File: config.mk
export PLATFORM = sky130hd
export DESIGN_NAME = uart2ahb_master
export DESIGN_NICKNAME = d
export VERILOG_FILES = /design/src/rtl/uart2ahb_master.sv
export SDC_FILE = /design/constraint.sdc
export NUM_CORES = 1
export LEC_CHECK = 0
export CORE_UTILIZATION = 47
export CTS_BUF_LIST = sky130_fd_sc_hd__clkbuf_4 sky130_fd_sc_hd__clkbuf_8 sky130_fd_sc_hd__clkbuf_16
export CTS_CLUSTER_DIAMETER = 50
export DETAILED_ROUTE_END_ITERATION = 8
export PLACE_DENSITY = 0.76
export RECOVER_POWER = 25
export SETUP_SLACK_MARGIN = 0.02
export SLEW_MARGIN = 20
export SYNTH_ARGS = -nofsm -noshare
export SYNTH_HDL_FRONTEND = slang
export SYNTH_SLANG_ARGS = --single-unit
File: constraint.sdc
create_clock -name clk -period 3.85 [get_ports clk]
set_input_delay 0.385 -clock clk [delete_from_list [all_inputs] [get_ports clk]]
set_output_delay 0.385 -clock clk [all_outputs]
set_load 0.1 [all_outputs]
File: src/rtl/uart2ahb_master.sv
// UART byte-stream to single-transfer AHB master bridge (W/R commands, little-endian).
// Optional checksum byte after each command: define UART2AHB_CKSUM_EN.
`ifndef AHB_ADDR_WIDTH
`define AHB_ADDR_WIDTH 32
`endif
`ifndef AHB_DATA_WIDTH
`define AHB_DATA_WIDTH 32
`endif

module uart2ahb_master #(
    parameter int unsigned TIMEOUT_CYCLES = 100000,
    parameter logic [7:0]  ERR_BYTE       = 8'hEE,
    parameter logic [7:0]  ACK_BYTE       = 8'h4B
) (
    input  logic                       clk,
    input  logic                       rst,
    input  logic                       rx_valid,
    input  logic [7:0]                 rx_data,
    output logic                       rx_ready,
    output logic                       tx_valid,
    output logic [7:0]                 tx_data,
    input  logic                       tx_ready,
    output logic [`AHB_ADDR_WIDTH-1:0] haddr,
    output logic [`AHB_DATA_WIDTH-1:0] hwdata,
    output logic                       hwrite,
    output logic                       hsel,
    input  logic                       hready,
    input  logic                       hresp,
    input  logic [`AHB_DATA_WIDTH-1:0] hrdata,
    output logic                       busy
);

    localparam int unsigned AW = `AHB_ADDR_WIDTH;
    localparam int unsigned DW = `AHB_DATA_WIDTH;
    localparam logic [7:0] CMD_W = 8'h57;
    localparam logic [7:0] CMD_R = 8'h52;

`ifdef UART2AHB_CKSUM_EN
    localparam logic [7:0] CKSUM_ERR = 8'hCE;
    typedef enum logic [2:0] {ST_CMD, ST_ADDR, ST_WDATA, ST_CKSUM, ST_BUS, ST_RESP} state_t;
`else
    typedef enum logic [2:0] {ST_CMD, ST_ADDR, ST_WDATA, ST_BUS, ST_RESP} state_t;
`endif

    state_t        state, nxt;
    logic          dir;
    logic [1:0]    byte_cnt;
    logic [31:0]   to_cnt;
    logic [DW-1:0] resp_buf;
    logic [2:0]    resp_left;
    logic          acc, tx_acc, in_frame, timeout;
`ifdef UART2AHB_CKSUM_EN
    logic [7:0]    cks;
`endif

    assign acc     = rx_valid & rx_ready;
    assign tx_acc  = tx_valid & tx_ready;
    assign tx_data = resp_buf[7:0];
    assign busy    = (state != ST_CMD);

`ifdef UART2AHB_CKSUM_EN
    assign in_frame = (state == ST_ADDR) || (state == ST_WDATA) || (state == ST_CKSUM);
`else
    assign in_frame = (state == ST_ADDR) || (state == ST_WDATA);
`endif

    // Fires on the edge where the idle count would reach the limit; an accepted byte wins.
    assign timeout = (TIMEOUT_CYCLES != 0) && in_frame && !acc &&
                     (to_cnt == TIMEOUT_CYCLES - 32'd1);

    always_comb begin
        nxt = state;
        case (state)
            ST_CMD:
                if (acc) nxt = (rx_data == CMD_W || rx_data == CMD_R) ? ST_ADDR : ST_RESP;
            ST_ADDR:
                if (acc && byte_cnt == 2'd3) begin
`ifdef UART2AHB_CKSUM_EN
                    nxt = dir ? ST_WDATA : ST_CKSUM;
`else
                    nxt = dir ? ST_WDATA : ST_BUS;
`endif
                end else if (timeout) nxt = ST_CMD;
            ST_WDATA:
                if (acc && byte_cnt == 2'd3) begin
`ifdef UART2AHB_CKSUM_EN
                    nxt = ST_CKSUM;
`else
                    nxt = ST_BUS;
`endif
                end else if (timeout) nxt = ST_CMD;
`ifdef UART2AHB_CKSUM_EN
            ST_CKSUM:
                if (acc) nxt = (rx_data == cks) ? ST_BUS : ST_RESP;
                else if (timeout) nxt = ST_CMD;
`endif
            ST_BUS:
                if (hready) nxt = ST_RESP;
            ST_RESP:
                if (tx_acc && resp_left == 3'd1) nxt = ST_CMD;
            default: nxt = ST_CMD;
        endcase
    end

    always_ff @(posedge clk or posedge rst) begin
        if (rst) begin
            state     <= ST_CMD;
            rx_ready  <= 1'b0;
            tx_valid  <= 1'b0;
            hsel      <= 1'b0;
            hwrite    <= 1'b0;
            haddr     <= '0;
            hwdata    <= '0;
            dir       <= 1'b0;
            byte_cnt  <= '0;
            to_cnt    <= '0;
            resp_buf  <= '0;
            resp_left <= '0;
`ifdef UART2AHB_CKSUM_EN
            cks       <= '0;
`endif
        end else begin
            state    <= nxt;
            rx_ready <= (nxt != ST_BUS) && (nxt != ST_RESP);
            tx_valid <= (nxt == ST_RESP);
            hsel     <= (nxt == ST_BUS);
            hwrite   <= (nxt == ST_BUS) && dir;
            to_cnt   <= (acc || !in_frame) ? '0 : to_cnt + 32'd1;
            if (acc) begin
                byte_cnt <= (state == ST_CMD) ? 2'd0 : byte_cnt + 2'd1;
`ifdef UART2AHB_CKSUM_EN
                cks      <= (state == ST_CMD) ? rx_data : (cks ^ rx_data);
`endif
            end
            case (state)
                ST_CMD:
                    if (acc) begin
                        dir <= (rx_data == CMD_W);
                        if (rx_data != CMD_W && rx_data != CMD_R) begin
                            resp_buf  <= DW'(ERR_BYTE);
                            resp_left <= 3'd1;
                        end
                    end
                ST_ADDR:
                    if (acc) haddr <= {rx_data, haddr[AW-1:8]};
                ST_WDATA:
                    if (acc) hwdata <= {rx_data, hwdata[DW-1:8]};
`ifdef UART2AHB_CKSUM_EN
                ST_CKSUM:
                    if (acc && rx_data != cks) begin
                        resp_buf  <= DW'(CKSUM_ERR);
                        resp_left <= 3'd1;
                    end
`endif
                ST_BUS:
                    if (hready) begin
                        if (hresp) begin
                            resp_buf  <= DW'(ERR_BYTE);
                            resp_left <= 3'd1;
                        end else if (dir) begin
                            resp_buf  <= DW'(ACK_BYTE);
                            resp_left <= 3'd1;
                        end else begin
                            resp_buf  <= hrdata;
                            resp_left <= 3'd4;
                        end
                    end
                ST_RESP:
                    if (tx_acc) begin
                        resp_buf  <= resp_buf >> 8;
                        resp_left <= resp_left - 3'd1;
                    end
                default: ;
            endcase
        end
    end

endmodule

==> impl_metrics.csv <==
group,metric,value,unit
synthesis,synth.most_common_cell,"dfrtp_1",
global_route,antenna_found_initial,0,
cts,postCtsSetupBuffers,0,
cts,cts_sinks,141,
critical_path,endpoint,"busy",
sta,period_share,76.4,%
die,die_area,14000,µm²
cts,cts-htree-levels,4,
sta,final-hold-violation-count,0,
cts,clkLatencyLatePin,0.42,ns
critical_path,rr_startpoint,"state[0]",
synthesis,synth_warnings,0,
power_and_ir_drop,p_per_area,516,nW/µm²
final_layout,nets,686,
route,drc,0,
route,drt_pass1_iterations,5,
cts,root_buffer,"clkbuf_16",
sta,report.final.slew_viol_count,44,
sta,rsz0062_at_grt,"false",
critical_path,cp-start-kind,"register",
global_route,grt_overflow,0,
sta,max_freq,0.340,GHz
die,core,13200,µm²
die,ioPinCount,123,
synthesis,syn_area,6370,µm²
cts,path_clk_slew,0.06,ns
critical_path,path_max_fanout,12,
synthesis,ys_types,48,
cts,clockBufferDepth,2,
run_status,outcome,"finished, violations left",
cts,cts_resized,0,
synthesis,ys_ff_latch,141,
critical_path,r2r_cells,4,
sta,worst_slew_pin_slew,1.87,ns
synthesis,ys.flop_type,"dfrtp_1",
synthesis,synth_top_cells_by_count,"141 x dfrtp_1, 85 x mux2_2, 27 x nand2_1",
flow_run,max_cap_viol_count,1,
route,drt-total-wl,14100,µm
min_path,hold_class,"reg -> reg",
sta,tns,0,ns
global_route,grt_start_max_net_pins,52,
synthesis,synthTopCellsByArea,"dfrtp_1 55%, mux2_2 15%, a22o_1 2.3%",
global_route,grt_pass1_wl,23300,µm
die,placementRows,42,
synthesis,syn_nets,579,
final_layout,num_antenna_cells,0,
sta,timing.slew.headroom,-25.4,%
route,wl_per_cell,17.1,µm
synthesis,synth_top_area_cell,"dfrtp_1",
synthesis,synth_edf_count,0,
critical_path,path_class,"reg -> out",
synthesis,netlist_instances,529,
route,ant_nets,0,
cts,cts_hold_buf,0,
critical_path,critPathRequiredTime,3.46,ns
global_route,grt_use_total,21.2,%
route,vias,4558,
cts,cts_tree,"yes",
place,io_buffer_count,122,
synthesis,ys_seq_area_share,55.4,%
place,dpl.hpwl,9720,µm
critical_path,r2r_slack,1.56,ns
critical_path,worstSetupEndpointType,"output pin",
route,viasPerCell,5.53,
die,start_util,48.1,%
die,die-height,118,µm
place,finalWeightedCongestion,0.787,
sta,post-route-min-period,2.94,ns
sta,setup_viol,0,
power_and_ir_drop,vdd_drop_max,0.651,mV
final_layout,syn2layout_area_growth,30.0,%
sta,whs,0.502,ns
final_layout,drive_gt1_share,20.4,%
die,die_w,118,µm
critical_path,startpoint,"state[0]",
cts,cts_buffers,17,
synthesis,async_reset_ff_share,100,%
critical_path,reg2reg_to,"resp_left[0]",
global_route,grt_pass1_vias,4649,
sta,finClkSkew,0.00598,ns
critical_path,arrival,2.56,ns
power_and_ir_drop,p_leak,3.67,nW
run_status,violations,"capacitance limit, slew limit",
synthesis,avgSynthCellArea,12.0,µm²
route,drt_iter0_markers,330,
synthesis,synth_top_area_share,55.4,%
cell families (layout without fill, tap and decap cells):
kind of cell               after synthesis  after routing  share of synthesized area, %
and+or+nand+nor                        136            136                          12.3
DFF                                    141            141                          55.4
adders and majority gates                4              4                         0.785
buffers and inverters                   61            180                          4.32
xor gates and xnor gates                14             14                          1.92
AOI/OAI and AO/OA                       76             76                          8.42
muxes                                   97             97                          16.9
layer usage:
layer / global-route usage, % / part of all wire, % / routed length [µm] / up-vias
li1: - / - / - / 2124
met1: 26.6 / 42 / 5960 / 2302
met2: 34.2 / 51 / 7250 / 104
met3: 5.16 / 4.2 / 588 / 28
met4: 10.8 / 2.3 / 320 / 0
met5: 0 / 0 / 0 / -
how the worst min path moves through the flow:
stage	startpoint	end	cells after the start
2_1_floorplan	byte_cnt[1]	byte_cnt[1]	2
3_3_place_gp	byte_cnt[1]	byte_cnt[1]	2
3_5_place_dp	byte_cnt[1]	byte_cnt[1]	2
4_1_cts	hrdata[30]	resp_buf[30]	3
5_1_grt	resp_buf[0]	resp_buf[0]	1
6_report	resp_left[2]	resp_left[2]	1
flip-flops by register name (all words and copies together) (netlist names):
| signal | count |
|---|---|
| byte_cnt | 2 |
| dir | 1 |
| haddr | 32 |
| hsel | 1 |
| hwdata | 32 |
| hwrite | 1 |
| resp_buf | 32 |
| resp_left | 3 |
| rx_ready | 1 |
| state | 3 |
| to_cnt | 32 |
| tx_valid | 1 |
layout make-up:
type                       instances  area [µm²]
fill                            1077        4960
tap                              176         220
timing repair buffer             129        1270
multi-input combinational        327        2580
sequential                       141        3530
clock inverter                     5        80.1
inverter                          20        76.3
clock buffer                      26         524
through the flow:
step,instance area [µm²],instances,util [%],setup WS [ns],total power [W]
finish,8280,824,62.5,0.909,0.00428
global route,8280,824,62.5,0.482,0.00444
CTS,8310,824,62.8,0.906,0.00432
detailed placement,7710,793,58.2,0.840,0.00266
global placement,7710,793,58.2,0.917,0.00264
floorplan,6380,529,-,0.920,0.00244
critical path, cell delays in order, from the launching register on:
cell	delay, ns
dfrtp_1	0.55
or3_1	0.35
clkdlybuf4s50_1	1.23
power by group:
part	switching, W	internal (W)
Sequential	0.0000559	0.00156
Combinational	0.000685	0.000328
Clock	0.000586	0.00106
layout by cell type (no fill, tap or decap), types with 7 or more instances in the layout:
| master | synthesis | layout |
|---|---|---|
| a21oi_1 | 17 | 17 |
| nor2_1 | 16 | 16 |
| a22o_1 | 17 | 17 |
| nand4_1 | 14 | 14 |
| nor4_1 | 8 | 8 |
| clkdlybuf4s50_1 | 0 | 121 |
| dfrtp_1 | 141 | 141 |
| xnor2_1 | 8 | 8 |
| inv_1 | 20 | 19 |
| nand2_1 | 27 | 27 |
| o21ai_0 | 7 | 7 |
| nand3_1 | 16 | 16 |
| mux2i_1 | 11 | 11 |
| o31ai_1 | 14 | 14 |
| clkbuf_16 | 0 | 17 |
| or4_1 | 15 | 15 |
| mux2_2 | 85 | 85 |
(Power assumes the default switching activity.)
